**config.mk**
```make
export PLATFORM = sky130hd
export DESIGN_NAME = noc_output_arbiter_flat
export DESIGN_NICKNAME = d
export VERILOG_FILES = /design/src/rtl/noc_pkg.sv /design/src/rtl/noc_output_arbiter_if.sv /design/src/rtl/rr_picker.sv /design/src/rtl/noc_output_arbiter.sv /design/src/flat_wrapper.sv
export SDC_FILE = /design/constraint.sdc
export NUM_CORES = 1
export LEC_CHECK = 0
export ABC_AREA = 1
export BUFFER_PORTS_ARGS = -buffer_cell sky130_fd_sc_hd__clkbuf_2
export CORE_MARGIN = 4
export CORE_UTILIZATION = 44
export CTS_BUF_LIST = sky130_fd_sc_hd__clkbuf_4 sky130_fd_sc_hd__clkbuf_8
export CTS_CLUSTER_DIAMETER = 100
export DETAILED_ROUTE_END_ITERATION = 10
export GPL_ROUTABILITY_DRIVEN = 0
export PLACE_DENSITY_LB_ADDON = 0.25
export SLEW_MARGIN = 20
export SYNTH_ARGS = -nofsm -noshare
export SYNTH_HDL_FRONTEND = slang
export SYNTH_SLANG_ARGS = --single-unit
```
**constraint.sdc**
```tcl
create_clock -name clk -period 3.4 [get_ports clk]
set_input_delay 0.34 -clock clk [delete_from_list [all_inputs] [get_ports clk]]
set_output_delay 0.34 -clock clk [all_outputs]
set_load 0.02 [all_outputs]
```
**src/rtl/noc_pkg.sv**
```systemverilog
// Shared NoC definitions: default port geometry, flit control-bit positions and the
// output-arbiter FSM state type.
package noc_pkg;

  localparam int unsigned NumInDef = 5;
  localparam int unsigned FlitWDef = 34;
  localparam int unsigned TailBit  = FlitWDef - 1;
  localparam int unsigned HeadBit  = FlitWDef - 2;
  localparam int unsigned PktCntW  = 16;

  typedef enum logic [0:0] {
    StIdle,
    StLocked
  } arb_state_e;

  // TAIL position for a non-default flit width; HEAD sits just below it.
  function automatic int unsigned tail_bit(int unsigned flit_w);
    return flit_w - 1;
  endfunction

endpackage

```
**src/rtl/noc_output_arbiter_if.sv**
```systemverilog
// Handshake bundle between the router inputs, the output arbiter and the downstream link.
// The master modport is the arbiter's view; slave is the surrounding router/link.
interface noc_output_arbiter_if #(
  parameter int unsigned NUM_IN = noc_pkg::NumInDef,
  parameter int unsigned FLIT_W = noc_pkg::FlitWDef
);

  logic [NUM_IN-1:0]          in_valid;
  logic [NUM_IN*FLIT_W-1:0]   in_flit;
  logic [NUM_IN-1:0]          in_ready;
  logic                       out_valid;
  logic [FLIT_W-1:0]          out_flit;
  logic                       out_ready;
  logic [NUM_IN-1:0]          grant;
  logic                       busy;
  logic [noc_pkg::PktCntW-1:0] pkt_count;

  modport master (
    input  in_valid, in_flit, out_ready,
    output in_ready, out_valid, out_flit, grant, busy, pkt_count
  );

  modport slave (
    output in_valid, in_flit, out_ready,
    input  in_ready, out_valid, out_flit, grant, busy, pkt_count
  );

endinterface

```
**src/rtl/rr_picker.sv**
```systemverilog
// Rotating-priority picker: selects the first asserted request at or above ptr,
// wrapping modulo N. Purely combinational.
module rr_picker #(
  parameter int unsigned N    = 5,
  parameter int unsigned IdxW = (N > 1) ? $clog2(N) : 1
) (
  input  logic [N-1:0]    req,
  input  logic [IdxW-1:0] ptr,
  output logic [N-1:0]    onehot,
  output logic [IdxW-1:0] idx
);

  logic        found;
  int unsigned pos;

  always_comb begin
    onehot = '0;
    idx    = '0;
    found  = 1'b0;
    pos    = 0;
    for (int unsigned k = 0; k < N; k++) begin
      pos = (32'(ptr) + k) % N;
      if (!found && req[pos]) begin
        found       = 1'b1;
        onehot[pos] = 1'b1;
        idx         = IdxW'(pos);
      end
    end
  end

endmodule

```
**src/rtl/noc_output_arbiter.sv**
```systemverilog
// Wormhole output-port arbiter: round-robin grant on the first flit, then the owner
// holds the port until a TAIL flit is transferred.
module noc_output_arbiter
  import noc_pkg::*;
#(
  parameter int unsigned NUM_IN = NumInDef,
  parameter int unsigned FLIT_W = FlitWDef
) (
  input  logic                clk,
  input  logic                preset,
  noc_output_arbiter_if.master bus
);

  localparam int unsigned     IdxW    = (NUM_IN > 1) ? $clog2(NUM_IN) : 1;
  localparam int unsigned     Tail    = tail_bit(FLIT_W);
  localparam logic [IdxW-1:0] LastIdx = IdxW'(NUM_IN - 1);

  arb_state_e           state_q, state_d;
  logic [NUM_IN-1:0]    grant_q, grant_d;
  logic [IdxW-1:0]      owner_q, owner_d;
  logic [IdxW-1:0]      rr_ptr_q, rr_ptr_d;
  logic [PktCntW-1:0]   pkt_count_q, pkt_count_d;

  logic [NUM_IN-1:0]    pick_onehot;
  logic [IdxW-1:0]      pick_idx;
  logic [FLIT_W-1:0]    owner_flit;
  logic [NUM_IN-1:0]    in_ready;
  logic [FLIT_W-1:0]    out_flit;
  logic                 out_valid;
  logic                 xfer;

  rr_picker #(
    .N    (NUM_IN),
    .IdxW (IdxW)
  ) u_picker (
    .req    (bus.in_valid),
    .ptr    (rr_ptr_q),
    .onehot (pick_onehot),
    .idx    (pick_idx)
  );

  assign owner_flit = bus.in_flit[owner_q * FLIT_W +: FLIT_W];

  always_comb begin
    state_d     = state_q;
    grant_d     = grant_q;
    owner_d     = owner_q;
    rr_ptr_d    = rr_ptr_q;
    pkt_count_d = pkt_count_q;
    in_ready    = '0;
    out_valid   = 1'b0;
    out_flit    = '0;
    xfer        = 1'b0;
    unique case (state_q)
      StIdle: begin
        // Any valid flit requests the port; HEAD is deliberately not inspected.
        if (|bus.in_valid) begin
          state_d = StLocked;
          grant_d = pick_onehot;
          owner_d = pick_idx;
        end
      end
      StLocked: begin
        out_valid          = bus.in_valid[owner_q];
        out_flit           = owner_flit;
        in_ready[owner_q]  = bus.out_ready;
        xfer               = out_valid & bus.out_ready;
        // Lock is held across owner bubbles; only a transferred TAIL releases it.
        if (xfer && owner_flit[Tail]) begin
          state_d     = StIdle;
          grant_d     = '0;
          rr_ptr_d    = (owner_q == LastIdx) ? '0 : owner_q + 1'b1;
          pkt_count_d = pkt_count_q + 16'd1;
        end
      end
      default: state_d = StIdle;
    endcase
  end

  always_ff @(posedge clk) begin
    if (preset) begin
      state_q     <= StIdle;
      grant_q     <= '0;
      owner_q     <= '0;
      rr_ptr_q    <= '0;
      pkt_count_q <= '0;
    end else begin
      state_q     <= state_d;
      grant_q     <= grant_d;
      owner_q     <= owner_d;
      rr_ptr_q    <= rr_ptr_d;
      pkt_count_q <= pkt_count_d;
    end
  end

  assign bus.in_ready  = in_ready;
  assign bus.out_valid = out_valid;
  assign bus.out_flit  = out_flit;
  assign bus.grant     = grant_q;
  assign bus.busy      = (state_q == StLocked);
  assign bus.pkt_count = pkt_count_q;

endmodule

```
**src/flat_wrapper.sv**
```systemverilog
// flat-port wrapper written by rule: the top's interface ports become plain ports
module noc_output_arbiter_flat import noc_pkg::*;
#(
  parameter int unsigned NUM_IN = NumInDef,
  parameter int unsigned FLIT_W = FlitWDef
)
  (clk, preset, bus_in_valid, bus_in_flit, bus_out_ready, bus_in_ready, bus_out_valid, bus_out_flit, bus_grant, bus_busy, bus_pkt_count);
  noc_output_arbiter_if #(.NUM_IN(NUM_IN), .FLIT_W(FLIT_W)) bus_i ();
  input  logic clk;
  input  logic preset;
  input wire logic [$bits(bus_i.in_valid)-1:0] bus_in_valid;
  input wire logic [$bits(bus_i.in_flit)-1:0] bus_in_flit;
  input wire logic [$bits(bus_i.out_ready)-1:0] bus_out_ready;
  output wire logic [$bits(bus_i.in_ready)-1:0] bus_in_ready;
  output wire logic [$bits(bus_i.out_valid)-1:0] bus_out_valid;
  output wire logic [$bits(bus_i.out_flit)-1:0] bus_out_flit;
  output wire logic [$bits(bus_i.grant)-1:0] bus_grant;
  output wire logic [$bits(bus_i.busy)-1:0] bus_busy;
  output wire logic [$bits(bus_i.pkt_count)-1:0] bus_pkt_count;
  assign bus_i.in_valid = bus_in_valid;
  assign bus_i.in_flit = bus_in_flit;
  assign bus_i.out_ready = bus_out_ready;
  assign bus_in_ready = bus_i.in_ready;
  assign bus_out_valid = bus_i.out_valid;
  assign bus_out_flit = bus_i.out_flit;
  assign bus_grant = bus_i.grant;
  assign bus_busy = bus_i.busy;
  assign bus_pkt_count = bus_i.pkt_count;
  noc_output_arbiter #(.NUM_IN(NUM_IN), .FLIT_W(FLIT_W)) u_core (.clk(clk), .preset(preset), .bus(bus_i));
endmodule
```
==> results.ini, run 1 <==
[grt]
grt_first_pass_wirelength_um = 29200
grt_usage_pct = 26.6
grt_pass1_vias = 6079
antenna_found_initial = 0
grt_max_degree = 53
overflow = 0

[clock_tree]
clock_sinks = 28
cts_hold_buf = 0
cts_buffers = 3
clock_latency_ns = 0.29
ctsRootBufferMaster = clkbuf_8
h-tree-depth = 1
cts.path.max_buffers = 2
cts.reportedPaths.clkPinSlew_ns = 0.11
cts_tree = done

[final_layout]
design_area_mm2 = 0.00691
area_growth_pct = 37.9
drive_above_1_share_pct = 36.8
mostFrequentLayoutCells = clkbuf_2, nand2_1, nor2_1
num_antenna_cells = 0
layout_commonest_cell = clkbuf_2
fin_util_pct = 63.0
fin_nets = 1329

[place]
placed_area_mm2 = 0.00655
portBuffers = 239
place_hpwl_um = 15200

[worst_setup_path]
cp_max_fo = 8
cp.depth = 22
timing.rr.start = u_core.rr_ptr_q[1]
timing.rr.end = u_core.bus.grant[2]
cpLargestDelayFamily = simple AND/OR/NAND/NOR gates
slowest_stage = dfxtp_2
worst_ep_arrival_time_ns = 3.69
crit_path_end = u_core.bus.grant[2]
critPathMaxStageDelay_ns = 0.37
required_ns = 3.61
worstPathCellList = clkinv_4, buf_6, ha_4, nor3_4, nor2_4, xor2_2, ha_2, fa_2, inv_2, nor2_2, nand2_4, xor2_4, inv_2, nand2_1, nand4_1, o211ai_4, nand3_4, nor2_4, nand3_2, nand3_2, nand2_2, a21oi_2
start_kind = register
cp-end-kind = register
path_class = register to register
startpoint = u_core.rr_ptr_q[1]
r2r_slack_ns = -0.08
crit_buf_inv = 4
r2r_cells = 22

[floorplanning]
num_rows = 38
boundaryPins = 240
core_mm2 = 0.0110
start_util_pct = 45.6
dieArea_mm2 = 0.0132
die_width_um = 115
fp.dieH_um = 115

[power_and_ir_drop]
max-vdd-ir-drop_v = 0.000551
p_per_area_mw_per_mm2 = 781
p_seq_share_pct = 8.7
combPwrFrac_pct = 86.3
cellInternalPower_mw = 2.21
p_sw_mw = 3.19
clkPwrFrac_pct = 5.0
p_sw_share_pct = 59.1
p_leak_nw = 3.69

[synth]
synth_area_per_cell_um2 = 5.79
synth_seq_cells = 28
yosysUniqueCellTypes = 46
yosysWarnings = 0
synthCells = 866
syn-num-nets = 1079
yosysSeqAreaShare_pct = 11.2
synth_area_mm2 = 0.00501

[timing]
slew_headroom_pct = 61.5
min_period_ns = 3.48
drv_slew = 0
worstMarginPinSlew_ns = 0.575
setup_ws_ns = -0.0814
period_share_pct = 102
fmax_ghz = 0.287
setup_viol = 8
grt_setup_unrepaired = true
hold_viol = 0
skew_ns = 0.0225

[routing]
routed_wl_um = 19000
drtPass1Iterations = 5
drtIter0Drc = 624
viasPerCell = 5.30
drc = 0
vias = 6646
post_drt_wl_per_cell_um = 15.1
ant_nets = 0

[run]
cap_violations = 0

[status]
violations = negative setup slack
status = finished with violations

[min_path]
hold_path.class = input port to register

==> worst min-delay path by stage <==
stage,from,to,slack [ns],cells after the start
after floorplan,preset,u_core.rr_ptr_q[0],0.41,1
after global placement,u_core.bus.pkt_count[15],u_core.bus.pkt_count[15],0.44,1
after detailed placement,u_core.bus.pkt_count[15],u_core.bus.pkt_count[15],0.45,1
after CTS,preset,u_core.bus.grant[0],0.46,2
after global routing,bus_out_ready,u_core.bus.pkt_count[5],0.48,5
final,bus_out_ready,u_core.bus.pkt_count[5],0.46,5
==> synth_stat cells (all sizes together) <==
library cell | count | area share, %
clkinv | 4 | 0.30
nor3b | 2 | 0.30
nand4 | 20 | 2.6
nor2 | 130 | 12
a21oi | 40 | 4.4
a31oi | 1 | 0.12
inv | 118 | 8.8
ha | 34 | 8.5
a211oi | 2 | 0.30
o221ai | 33 | 5.8
fa | 1 | 0.40
dfxtp | 28 | 11
buf | 9 | 0.95
o21bai | 1 | 0.15
o211ai | 5 | 1.0
o31ai | 3 | 0.45
clkbuf | 28 | 2.1
xor2 | 5 | 1.0
nor4 | 2 | 0.25
o21a | 5 | 0.75
nor3 | 8 | 1.0
nand3 | 60 | 7.5
nand3b | 1 | 0.15
o21ai | 101 | 11
nand2 | 224 | 19
o2111ai | 1 | 0.17
==> per-stage QoR <==
step | setup slack (ns) | setup TNS (ns) | total power [mW] | instances | hold WS [ns]
final | -0.0814 | -0.362 | 5.40 | 1255 | 0.464
after floorplan | -0.00184 | -0.00184 | 3.67 | 866 | 0.409
after CTS | -0.00627 | -0.00627 | 5.05 | 1241 | 0.464
after detailed placement | -0.0117 | -0.0211 | 4.76 | 1237 | 0.451
after global placement | 0.0801 | 0 | 4.75 | 1237 | 0.444
after global routing | -0.255 | -1.79 | 5.92 | 1255 | 0.479
==> final cells by class <==
cell class	count	area, µm²
multi-input combinational	679	4090
fill	1079	4070
timing repair buffer	282	1530
sequential	28	568
inverter	122	482
tap	140	175
clock buffer	3	41.3
clock inverter	1	30.0
==> logic make-up (layout without fill, tap and decap cells) <==
| family | count (synthesis) | in the layout | share of synthesized area (%) |
|---|---|---|---|
| buffers and inverters | 159 | 408 | 12.2 |
| adders and majority gates | 35 | 35 | 8.89 |
| and+or+nand+nor | 447 | 447 | 42.9 |
| xor gates and xnor gates | 5 | 5 | 1.02 |
| AOI/OAI and AO/OA | 192 | 192 | 23.8 |
| DFF | 28 | 28 | 11.2 |
==> power by group through the flow <==
stage / logic [mW] / clock network, mW / registers, mW
global placement: 4.28 / 0 / 0.472
global route: 5.16 / 0.289 / 0.476
detailed placement: 4.29 / 0 / 0.471
floorplan: 3.21 / 0 / 0.461
CTS: 4.31 / 0.272 / 0.466
finish: 4.66 / 0.270 / 0.467
==> per-layer routing <==
metal  global-route usage (%)  wire [µm]  vias to the layer above
met5                        0          0                        -
met2                     42.8       8920                      291
met1                     37.1       8200                     2971
met3                     4.37       1470                       31
met4                     6.57        401                        0
li1                         -          -                     3353
==> repair_timing <==
item,4_1_cts,5_1_grt
endpoints found under the hold margin,0,0
pin swaps,2,26
buffers inserted,0,14
gates resized for setup,2,49
setup endpoints to repair,7,8
==> sequential cells by signal, summed over array words and instances (netlist names) <==
signal	count
u_core.bus.busy	1
u_core.bus.grant	5
u_core.bus.pkt_count	16
u_core.owner_q	3
u_core.rr_ptr_q	3
==> worst reg2reg max path, stage by stage, from the launching register on <==
cell and delay, ns:
dfxtp_2 0.37, clkinv_4 0.09, buf_6 0.13, ha_4 0.15, nor3_4 0.19, nor2_4 0.07, xor2_2 0.15, ha_2 0.20
fa_2 0.34, inv_2 0.07, nor2_2 0.05, nand2_4 0.10, xor2_4 0.24, inv_2 0.08, nand2_1 0.06, nand4_1 0.20
o211ai_4 0.15, nand3_4 0.14, nor2_4 0.23, nand3_2 0.11, nand3_2 0.09, nand2_2 0.05, a21oi_2 0.14
Note: power is estimated with default switching activity, not from simulation.
==> run 2: changes to the inputs <==
--- a/config.mk
+++ b/config.mk
@@ -5,7 +5,6 @@
 export SDC_FILE = /design/constraint.sdc
 export NUM_CORES = 1
 export LEC_CHECK = 0
-export ABC_AREA = 1
 export BUFFER_PORTS_ARGS = -buffer_cell sky130_fd_sc_hd__clkbuf_2
 export CORE_MARGIN = 4
 export CORE_UTILIZATION = 44
==> run 2 against run 1 <==
The flow still finishes with violations (negative setup slack); largest cell class unchanged; power decreased by 59%; worst hold slack improved by 0.091 ns; clock skew decreased by 0.0058 ns; register-to-register slack got worse by 0.25 ns; highest routed layer unchanged; via count decreased by 3.9%; first-iteration DRC count decreased by 1.9%; synthesized cell count decreased by 30%; critical path depth decreased by 7.
==> results.ini, run 2 <==
[min_path]
hold_start = u_core.bus.pkt_count[15]
hold_path.class = register to register

[synth]
ys_top_cells_by_area = mux4_2, dfxtp_1, ha_1, a22oi_1, nor2b_1
syn-num-nets = 819  ; -24%
yosysUniqueCellTypes = 91  ; +98%
synth_ff_type = dfxtp_1
synth_most_common_cell = nor2_1
yosysSeqAreaShare_pct = 11.2  ; +0.025 points
synth_area_per_cell_um2 = 8.25  ; +43%
synth_seq_cells = 28  ; unchanged
synth-async-reset-ratio_pct = 0  ; unchanged
synth_top_area_cell = mux4_2
netlist.area_leader.share_pct = 15.3  ; +0.63 points
yosysWarnings = 0  ; unchanged
synthCells = 606  ; -30%
synth-edff-count = 0  ; unchanged
synth_common_cells = nor2_1, a22oi_1, nor2b_1
synth_area_mm2 = 0.00500  ; -0.22%

[timing]
skew_ns = 0.0167  ; -0.00576 ns
setup_tns_ns = -1.76  ; -1.39 ns
drv_slew = 0  ; unchanged
grt_setup_unrepaired = true
min_period_ns = 3.73  ; +0.246 ns
fmax_ghz = 0.268  ; -6.6%
hold_slack_ns = 0.555  ; +0.0912 ns
hold_viol = 0  ; unchanged
worstMarginPinSlew_ns = 0.689  ; +0.114 ns
setup_ws_ns = -0.328  ; -0.246 ns
slew_headroom_pct = 54.1  ; -7.4 points
period_share_pct = 110  ; +7.2 points
setup_viol = 8  ; unchanged

[worst_setup_path]
path_class = register to register
startpoint = u_core.rr_ptr_q[2]
critPathMaxStageDelay_ns = 0.51  ; +0.14 ns
r2r_cells = 15  ; -32%
timing.rr.start = u_core.rr_ptr_q[2]
worstPathCellList = buf_4, ha_1, o31ai_4, xnor2_2, ha_2, fa_2, or3b_4, o311ai_4, and2_4, a211oi_2, o32a_4, o21ai_4, or4_1, o2111a_1, a2111oi_2
crit_path_end = u_core.owner_q[0]
r2r_slack_ns = -0.33  ; -0.25 ns
timing.rr.end = u_core.owner_q[0]
required_ns = 3.58  ; -0.03 ns
slowest_stage = or4_1
cp-end-kind = register
cp_max_fo = 7  ; -1
worst_ep_arrival_time_ns = 3.91  ; +0.22 ns
start_kind = register

[place]
portBuffers = 239  ; unchanged
place_worst_setup_slack_ns = -0.345  ; -0.334 ns
place_hpwl_um = 17900  ; +18%

[clock_tree]
clock_sinks = 28  ; unchanged
cts_buffers = 3  ; unchanged
cts_hold_buf = 0  ; unchanged
ctsRootBufferMaster = clkbuf_8
cts.path.max_buffers = 2  ; unchanged
h-tree-depth = 1  ; unchanged
clock_latency_ns = 0.29  ; about the same
cts.reportedPaths.clkPinSlew_ns = 0.11  ; about the same
cts_tree = done

[floorplanning]
fp.dieH_um = 115  ; -0.10%
die_width_um = 115  ; -0.10%
boundaryPins = 240  ; unchanged
core_mm2 = 0.0110  ; unchanged
start_util_pct = 45.5  ; -0.10 points
dieArea_mm2 = 0.0131  ; -0.21%
num_rows = 38  ; unchanged

[final_layout]
area_growth_pct = 50.1
fillerInstances = 878  ; -19%
largest_register_ffs = 16  ; unchanged
layout_commonest_cell = clkbuf_2
num_antenna_cells = 0  ; unchanged
fin_nets = 1128  ; -15%
mostFrequentLayoutCells = clkbuf_2, buf_4, nor2_1
drive_above_1_share_pct = 52.6  ; +16 points

[power_and_ir_drop]
p_sw_uw = 964  ; -70%
combPwrFrac_pct = 70.3  ; -16 points
p_per_area_mw_per_mm2 = 293  ; -62%
p_seq_share_pct = 17.6  ; +8.9 points
cellInternalPower_mw = 1.23  ; -44%
clkPwrFrac_pct = 12.1  ; +7.1 points
p_leak_nw = 3.45  ; -6.4%
p_sw_share_pct = 43.9  ; -15 points
max-vdd-ir-drop_v = 0.000352  ; -36%

[routing]
vias = 6390  ; -3.9%
drc = 0  ; unchanged
post_drt_wl_per_cell_um = 20.8  ; +37%
viasPerCell = 6.06  ; +14%
routed_wl_um = 21900  ; +15%
drtIter0Drc = 612  ; -1.9%
ant_nets = 0  ; unchanged
drtPass1Iterations = 5  ; unchanged

[grt]
overflow = 0  ; unchanged
grt_pass1_vias = 6562  ; +7.9%
grt_first_pass_wirelength_um = 33700  ; +15%
antenna_found_initial = 0  ; unchanged
grt_usage_pct = 31.8  ; +5.2 points
grt_max_degree = 40  ; -25%

[run]
cap_violations = 0  ; unchanged

[status]
violations = negative setup slack
status = finished with violations

[run 2: routing by layer]
| layer | wire length [µm] | track usage [%] |
|---|---|---|
| met5 | 0 | 0 |
| met4 | 624 | 8.23 |
| met3 | 2710 | 9.67 |
| met2 | 10500 | 53.5 |
| met1 | 8090 | 39.4 |
[run 2: worst max-delay path: cells and delay by family, from the launching register on]
family / cells / cell delay [ns]
simple gates: 3 / 0.94
fa+ha+maj: 3 / 0.86
xor+xnor: 1 / 0.15
flops: 1 / 0.36
compound gates: 7 / 1.11
buf+inv: 1 / 0.20
[run 2: worst min-delay path by stage]
stage,endpoint,cells after the start
2_1_floorplan,u_core.bus.busy,2
3_3_place_gp,u_core.bus.pkt_count[15],2
3_5_place_dp,u_core.bus.pkt_count[13],2
4_1_cts,u_core.bus.pkt_count[13],2
5_1_grt,u_core.bus.pkt_count[0],2
6_report,u_core.bus.pkt_count[15],2
[run 2: layout make-up]
type | instances | area (µm²) | area share, %
clock buffers | 3 | 41.3 | 0.550
clock inverters | 1 | 30.0 | 0.400
inverters | 29 | 134 | 1.78
multi-input cells | 504 | 4510 | 60.1
flip-flops and latches | 28 | 574 | 7.65
well taps | 140 | 175 | 2.33
repair buffers | 349 | 2040 | 27.1
[run 2: power groups by stage]
stage          clock [mW]  combinational, mW  sequential, mW
5_1_grt             0.281               1.66           0.393
2_1_floorplan           0              0.925           0.376
4_1_cts             0.262               1.49           0.388
3_3_place_gp            0               1.41           0.392
6_report            0.265               1.55           0.387
3_5_place_dp            0               1.45           0.395
[run 2: repair_timing]
action                                  in CTS  in global routing
endpoints found under the hold margin        0                  0
gates cloned                                 0                  0
pin swaps                                   12                  4
resized for setup                           20                 21
endpoints found under the setup margin       8                  8
buffers inserted                             4                  3
[run 2: cells by family (layout without fill, tap and decap cells)]
logic type	after synthesis	after routing	share of synthesized area [%]
and+or+nand+nor	224	224	23.9
AOI/OAI and AO/OA	175	175	27.4
buffers and inverters	74	382	6.15
muxes	45	45	17.5
adders and majority gates	35	35	8.91
DFF	28	28	11.2
xor gates and xnor gates	25	25	4.90
[run 2: metrics by stage]
stage	total power, mW	cells	utilization (%)	cell area [µm²]
2_1_floorplan	1.30	606	-	5260
3_3_place_gp	1.81	1043	65.2	7160
3_5_place_dp	1.85	1043	65.2	7160
4_1_cts	2.14	1051	67.2	7380
5_1_grt	2.33	1054	68.3	7500
6_report	2.20	1054	68.3	7500
